[src/rtl/fp_add_seq.sv]
// Sequential floating-point adder: IDLE -> ALIGN -> ADD -> NORM -> DONE, truncating, saturating.
// Optional overflow flag output when FP_ADD_SEQ_OVF_EN is defined.
module fp_add_seq #(
  parameter int unsigned EXP_W = 4,
  parameter int unsigned MAN_W = 3
) (
  input  logic                   clk,
  input  logic                   rst,
  input  logic                   in_valid,
  output logic                   in_ready,
  input  logic [EXP_W+MAN_W:0]   a,
  input  logic [EXP_W+MAN_W:0]   b,
  output logic                   out_valid,
  input  logic                   out_ready,
`ifdef FP_ADD_SEQ_OVF_EN
  output logic                   ovf,
`endif
  output logic [EXP_W+MAN_W:0]   sum
);

  localparam int unsigned W     = 1 + EXP_W + MAN_W;
  localparam int unsigned SIG_W = MAN_W + 1;
  localparam int unsigned RES_W = MAN_W + 2;
  localparam int unsigned ADD_W = MAN_W + 3;
  localparam logic [EXP_W-1:0] EXP_ONES = '1;
  localparam logic [EXP_W-1:0] EXP_SAT  = EXP_ONES - EXP_W'(1);

  typedef enum logic [2:0] {IDLE, ALIGN, ADD, NORM, DONE} state_e;

  state_e             state_q, state_d;
  logic               sign_a_q, sign_a_d, sign_b_q, sign_b_d;
  logic [EXP_W-1:0]   exp_a_q, exp_a_d, exp_b_q, exp_b_d;
  logic [SIG_W-1:0]   sig_a_q, sig_a_d, sig_b_q, sig_b_d;
  logic [RES_W-1:0]   res_q, res_d;
  logic [EXP_W-1:0]   res_exp_q, res_exp_d;
  logic               res_sign_q, res_sign_d;
  logic               zero_q, zero_d;
  logic [W-1:0]       sum_q, sum_d;
  logic               out_valid_q, out_valid_d;
  logic               in_ready_q, in_ready_d;

  // Magnitude-ordered operands feed a single signed adder; the result is never negative.
  logic                    a_ge_b_c;
  logic [SIG_W-1:0]        big_c, small_c;
  logic signed [ADD_W-1:0] add_x_c, add_y_c, add_s_c;
  logic                    sat_c;

  assign a_ge_b_c = (sig_a_q >= sig_b_q);
  assign big_c    = a_ge_b_c ? sig_a_q : sig_b_q;
  assign small_c  = a_ge_b_c ? sig_b_q : sig_a_q;
  assign add_x_c  = $signed({2'b00, big_c});
  assign add_y_c  = (sign_a_q == sign_b_q) ? $signed({2'b00, small_c})
                                           : -$signed({2'b00, small_c});
  assign add_s_c  = add_x_c + add_y_c;
  assign sat_c    = !zero_q && (res_exp_q == EXP_ONES);

  always_comb begin
    state_d     = state_q;
    sign_a_d    = sign_a_q;
    sign_b_d    = sign_b_q;
    exp_a_d     = exp_a_q;
    exp_b_d     = exp_b_q;
    sig_a_d     = sig_a_q;
    sig_b_d     = sig_b_q;
    res_d       = res_q;
    res_exp_d   = res_exp_q;
    res_sign_d  = res_sign_q;
    zero_d      = zero_q;
    sum_d       = sum_q;
    out_valid_d = out_valid_q;

    case (state_q)
      IDLE: begin
        if (in_valid && in_ready_q) begin
          sign_a_d = a[W-1];
          exp_a_d  = a[W-2:MAN_W];
          sig_a_d  = (a[W-2:MAN_W] == '0) ? '0 : {1'b1, a[MAN_W-1:0]};
          sign_b_d = b[W-1];
          exp_b_d  = b[W-2:MAN_W];
          sig_b_d  = (b[W-2:MAN_W] == '0) ? '0 : {1'b1, b[MAN_W-1:0]};
          zero_d   = 1'b0;
          state_d  = ALIGN;
        end
      end

      ALIGN: begin
        if (exp_a_q < exp_b_q) begin
          if (32'(exp_b_q - exp_a_q) > MAN_W + 1) begin
            sig_a_d = '0;
            exp_a_d = exp_b_q;
          end else begin
            sig_a_d = sig_a_q >> 1;
            exp_a_d = exp_a_q + EXP_W'(1);
          end
        end else if (exp_b_q < exp_a_q) begin
          if (32'(exp_a_q - exp_b_q) > MAN_W + 1) begin
            sig_b_d = '0;
            exp_b_d = exp_a_q;
          end else begin
            sig_b_d = sig_b_q >> 1;
            exp_b_d = exp_b_q + EXP_W'(1);
          end
        end else begin
          state_d = ADD;
        end
      end

      ADD: begin
        res_d      = add_s_c[ADD_W-1] ? '0 : add_s_c[RES_W-1:0];
        res_exp_d  = exp_a_q;
        res_sign_d = (sign_a_q == sign_b_q) ? sign_a_q
                                            : (a_ge_b_c ? sign_a_q : sign_b_q);
        state_d    = NORM;
      end

      // One normalisation step per cycle; a carry shift re-enters NORM to settle.
      NORM: begin
        if (res_q[RES_W-1]) begin
          res_d     = res_q >> 1;
          res_exp_d = res_exp_q + EXP_W'(1);
        end else if (res_q == '0) begin
          zero_d     = 1'b1;
          res_sign_d = 1'b0;
          state_d    = DONE;
        end else if (!res_q[MAN_W]) begin
          res_d     = res_q << 1;
          res_exp_d = res_exp_q - EXP_W'(1);
          if (res_exp_q == EXP_W'(1)) begin
            zero_d  = 1'b1;
            state_d = DONE;
          end
        end else begin
          state_d = DONE;
        end
      end

      DONE: begin
        if (!out_valid_q) begin
          if (zero_q) begin
            sum_d = {res_sign_q, {(W-1){1'b0}}};
          end else if (sat_c) begin
            sum_d = {res_sign_q, EXP_SAT, {MAN_W{1'b1}}};
          end else begin
            sum_d = {res_sign_q, res_exp_q, res_q[MAN_W-1:0]};
          end
          out_valid_d = 1'b1;
        end else if (out_ready) begin
          out_valid_d = 1'b0;
          state_d     = IDLE;
        end
      end

      default: state_d = IDLE;
    endcase

    in_ready_d = (state_d == IDLE);
  end

  always_ff @(posedge clk or posedge rst) begin
    if (rst) begin
      state_q     <= IDLE;
      sign_a_q    <= 1'b0;
      sign_b_q    <= 1'b0;
      exp_a_q     <= '0;
      exp_b_q     <= '0;
      sig_a_q     <= '0;
      sig_b_q     <= '0;
      res_q       <= '0;
      res_exp_q   <= '0;
      res_sign_q  <= 1'b0;
      zero_q      <= 1'b0;
      sum_q       <= '0;
      out_valid_q <= 1'b0;
      in_ready_q  <= 1'b1;
    end else begin
      state_q     <= state_d;
      sign_a_q    <= sign_a_d;
      sign_b_q    <= sign_b_d;
      exp_a_q     <= exp_a_d;
      exp_b_q     <= exp_b_d;
      sig_a_q     <= sig_a_d;
      sig_b_q     <= sig_b_d;
      res_q       <= res_d;
      res_exp_q   <= res_exp_d;
      res_sign_q  <= res_sign_d;
      zero_q      <= zero_d;
      sum_q       <= sum_d;
      out_valid_q <= out_valid_d;
      in_ready_q  <= in_ready_d;
    end
  end

  assign in_ready  = in_ready_q;
  assign out_valid = out_valid_q;
  assign sum       = sum_q;

`ifdef FP_ADD_SEQ_OVF_EN
  logic ovf_q;

  // Flag captured alongside the packed result and cleared when it is consumed.
  always_ff @(posedge clk or posedge rst) begin
    if (rst) begin
      ovf_q <= 1'b0;
    end else if (state_q == DONE) begin
      if (!out_valid_q) begin
        ovf_q <= sat_c;
      end else if (out_ready) begin
        ovf_q <= 1'b0;
      end
    end
  end

  assign ovf = ovf_q;
`endif

endmodule

[config.mk]
export PLATFORM = sky130hd
export DESIGN_NAME = fp_add_seq
export DESIGN_NICKNAME = d
export VERILOG_FILES = /design/src/rtl/fp_add_seq.sv
export SDC_FILE = /design/constraint.sdc
export NUM_CORES = 1
export LEC_CHECK = 0
export ABC_AREA = 1
export ABC_CLOCK_PERIOD_IN_PS = 7550
export BUFFER_PORTS_ARGS = -buffer_cell sky130_fd_sc_hd__buf_2
export CAP_MARGIN = 20
export CORE_MARGIN = 4
export CORE_UTILIZATION = 50
export CTS_CLUSTER_DIAMETER = 200
export DETAILED_ROUTE_END_ITERATION = 10
export HOLD_SLACK_MARGIN = 0.15
export PLACE_DENSITY = 0.74
export SYNTH_ARGS = -nofsm -noshare
export SYNTH_HDL_FRONTEND = slang
export SYNTH_SLANG_ARGS = --single-unit
export TNS_END_PERCENT = 10
[constraint.sdc]
create_clock -name clk -period 7.55 [get_ports clk]
set_input_delay 0.3775 -clock clk [delete_from_list [all_inputs] [get_ports clk]]
set_output_delay 0.3775 -clock clk [all_outputs]
set_load 0.02 [all_outputs]
==> qor.yml <==
path_buf_inv: 1
numCtsBuffers: 5
syn-cell-area_um2: 3000
detailed_route_drc_error_count: 0
holdBufCountCts: 0
gr-total-overflow: 0
tritoncts_num_sinks: 42
critical_path_arrival_ns: 3.24
yosys_register_bits: 42
track_usage_pct: 20.4
path_depth: 18
iter_0_drt_violations: 105
initial_core_util_pct: 53.1
setup_crit_end: "res_q[2]"
final_core_utilization_pct: 58.5
routed_wire_length_per_instance_um: 13.6
yosysWarningCount: 0
timing_worst_slew_pin_value_ns: 0.790
dominantRegCellSynth: "dfrtp_1"
first_global_vias: 2757
overall_routed_net_length_um: 6910
fin_crit_ns: 3.05
fp-row-count: 27
finish.net_count: 476
coreArea_um2: 5640
max_slew_margin_pct: 47.2
drtPass1Iterations: 4
cts_tree: "done"
cts.root.buffer_cell: "clkbuf_8"
timing.fmax_mhz: 328
unrepaired_setup_endpoints_after_global_routing: "false"
layout-drive-gt1-share_pct: 14.0
worstSkewPairLatency_ns: 0.30
syn-mean-instance-area_um2: 7.41
detailroute.via_count: 2752
setup-tns-final_ns: 0
n_fill_cell: 521
finalHoldViolCount: 0
grt_first_pass_wirelength_um: 12200
cts.htree.levels: 2
buffer_ports.inserted: 29
path_cells: "inv_1 -> ha_1 -> a21oi_2 -> nand3_2 -> nand2_1 -> nand2_1 -> nand2_1 -> nand2_1 -> xor2_1 -> ha_1 -> nand2_1 -> nand2_1 -> a31oi_1 -> nor2_1 -> nor2_1 -> nand2_1 -> nand2_1 -> a21oi_1"
via_per_inst: 5.43
regToRegSetupSlack_ns: 4.50
die_height_um: 85.4
syn2layout_area_growth_pct: 10.1
mostFrequentLayoutCell: "nand2_1"
synth_async_sr_flop_share_pct: 100
floorplan.die.width_um: 85.4
clock_tree.buffer_depth: 2
hold_path.class: "input pin to asynchronous set/reset pin"
maximum_capacitance_violations: 0
post_synth_inst_count: 404
grt_max_degree: 43
finalSetupViolations: 0
worst_clock_skew_ns: 0.00643
post_cts.resized_instances: 0
r2r-start: "sig_b_q[3]"
synth.lib_cells_used.distinct: 41
antenna_violations_before_repair: 0
r2r_cells: 18
antenna-diode-count: 0
mappedNetlistNets: 446
synth_sequential_area_ratio_pct: 35.1
fin_crit_sh_pct: 40.4
outcome: "completed"
critPathMaxFanout: 12
critical_path.max_stage_delay_ns: 0.40
layout_common_cells: "nand2_1, inv_1, dfrtp_1"
crit_path_end_kind: "flip-flop"
place_hpwl_um: 5390
endpoint_of_the_lowest_slack_register_to_register_path: "res_q[2]"
gp_routability_congestion: 0.949
final_max_slew_viol_count: 0
critPathSlowestCell: "dfrtp_1"
cp_data_required_time_ns: 7.74
die-area_um2: 7290
clock_transition_at_the_register_clock_pins_on_the_worst_setup_and_hold_paths_after_cts_ns: 0.09
antenna_violating_nets_post_route: 0
critical_path_origin: "sig_b_q[3]"
postCtsSetupBuffers: 0
worst-setup-path-type: "flip-flop to flip-flop"
boundaryPins: 30
timing.critical_path.max_delay_family: "simple AND/OR/NAND/NOR gates"
worst_path_most_repeated_cell: "nand2_1"
worst_setup_path_start_kind: "flip-flop"
synth_enable_flop_cells: 0
-- final cells by class --
| type | count | area (µm²) | share of cell area, % |
|---|---|---|---|
| multi-input cells | 297 | 1680 | 50.8 |
| flip-flops and latches | 42 | 1050 | 31.9 |
| inverters | 58 | 218 | 6.60 |
| repair buffers | 30 | 153 | 4.63 |
| well taps | 72 | 90.1 | 2.73 |
| clock buffers | 5 | 68.8 | 2.09 |
| clock inverters | 3 | 40.0 | 1.21 |
-- worst min path at each step --
| stage | slack (ns) | start | end | cells past startpoint |
|---|---|---|---|---|
| after floorplan | 0.43 | zero_q | sum[6] | 1 |
| after global placement | 0.44 | zero_q | sum[6] | 1 |
| after detailed placement | 0.45 | zero_q | sum[6] | 1 |
| after CTS | 0.22 | rst | res_exp_q[0] | 3 |
| after global routing | 0.26 | rst | res_exp_q[0] | 3 |
| final | 0.20 | rst | res_exp_q[0] | 3 |
-- registers in the layout (all words and copies together), names as in the netlist, 3 cells and up --
register and count:
res_q 5, exp_b_q 4, sig_b_q 4, sig_a_q 4
res_exp_q 4, sum 8, exp_a_q 4, state_q 3
-- synthesized netlist by cell type (2+ instances only) --
| library cell | count | area, µm² |
|---|---|---|
| nand2_1 | 105 | 394 |
| inv_1 | 49 | 184 |
| dfrtp_1 | 41 | 1030 |
| nor2_1 | 30 | 113 |
| a21oi_1 | 27 | 135 |
| ha_1 | 21 | 263 |
| o21ai_0 | 20 | 100 |
| nand3_1 | 19 | 95.1 |
| nand4_1 | 13 | 81.3 |
| o211ai_1 | 11 | 82.6 |
| xor2_1 | 9 | 78.8 |
| inv_2 | 8 | 30.0 |
| o21ai_1 | 5 | 25.0 |
| a31oi_1 | 4 | 25.0 |
| nand2_2 | 4 | 25.0 |
| clkbuf_1 | 3 | 11.3 |
| o22ai_1 | 3 | 18.8 |
| buf_4 | 2 | 15.0 |
| buf_6 | 2 | 22.5 |
| nor2_4 | 2 | 22.5 |
| nor3_1 | 2 | 10.0 |
| nor3_4 | 2 | 32.5 |
| o21bai_1 | 2 | 15.0 |
| o31ai_1 | 2 | 15.0 |
| or2_2 | 2 | 12.5 |
-- worst reg2reg max path, cell delays in order (launching register included) --
cell,delay (ns)
dfrtp_1,0.40
inv_1,0.11
ha_1,0.26
a21oi_2,0.24
nand3_2,0.24
nand2_1,0.11
nand2_1,0.08
nand2_1,0.07
nand2_1,0.11
xor2_1,0.18
ha_1,0.34
nand2_1,0.09
nand2_1,0.05
a31oi_1,0.23
nor2_1,0.09
nor2_1,0.09
nand2_1,0.10
nand2_1,0.08
a21oi_1,0.06
-- metrics by stage --
stage,instance area [µm²],worst slack (ns),cells,hold WS (ns)
after floorplan,3000,4.97,404,0.433
final,3300,4.50,507,0.195
after CTS,3300,4.53,507,0.219
after global routing,3300,4.17,507,0.257
after global placement,3190,4.70,499,0.441
after detailed placement,3190,4.56,499,0.451
-- kinds of logic (layout without fill, tap and decap cells) --
logic type / count (synthesis) / count (layout) / synth area share (%)
compound gates: 82 / 82 / 16.3
xor+xnor: 10 / 10 / 2.92
fa+ha+maj: 22 / 22 / 9.44
buf+inv: 65 / 96 / 8.90
flops: 42 / 42 / 35.1
simple gates: 183 / 183 / 27.3
-- metal layers --
metal  share of wire, %  GRT usage (%)  up-vias
li1                   -              -     1395
met1                 45           25.4     1290
met2                 50           36.4       57
met3                4.2           2.52       10
met4                1.2           6.19        0
met5                  0              0        -
Power is not shown: default switching activity piles up to over one toggle a cycle in this logic, so the estimate is an artifact.
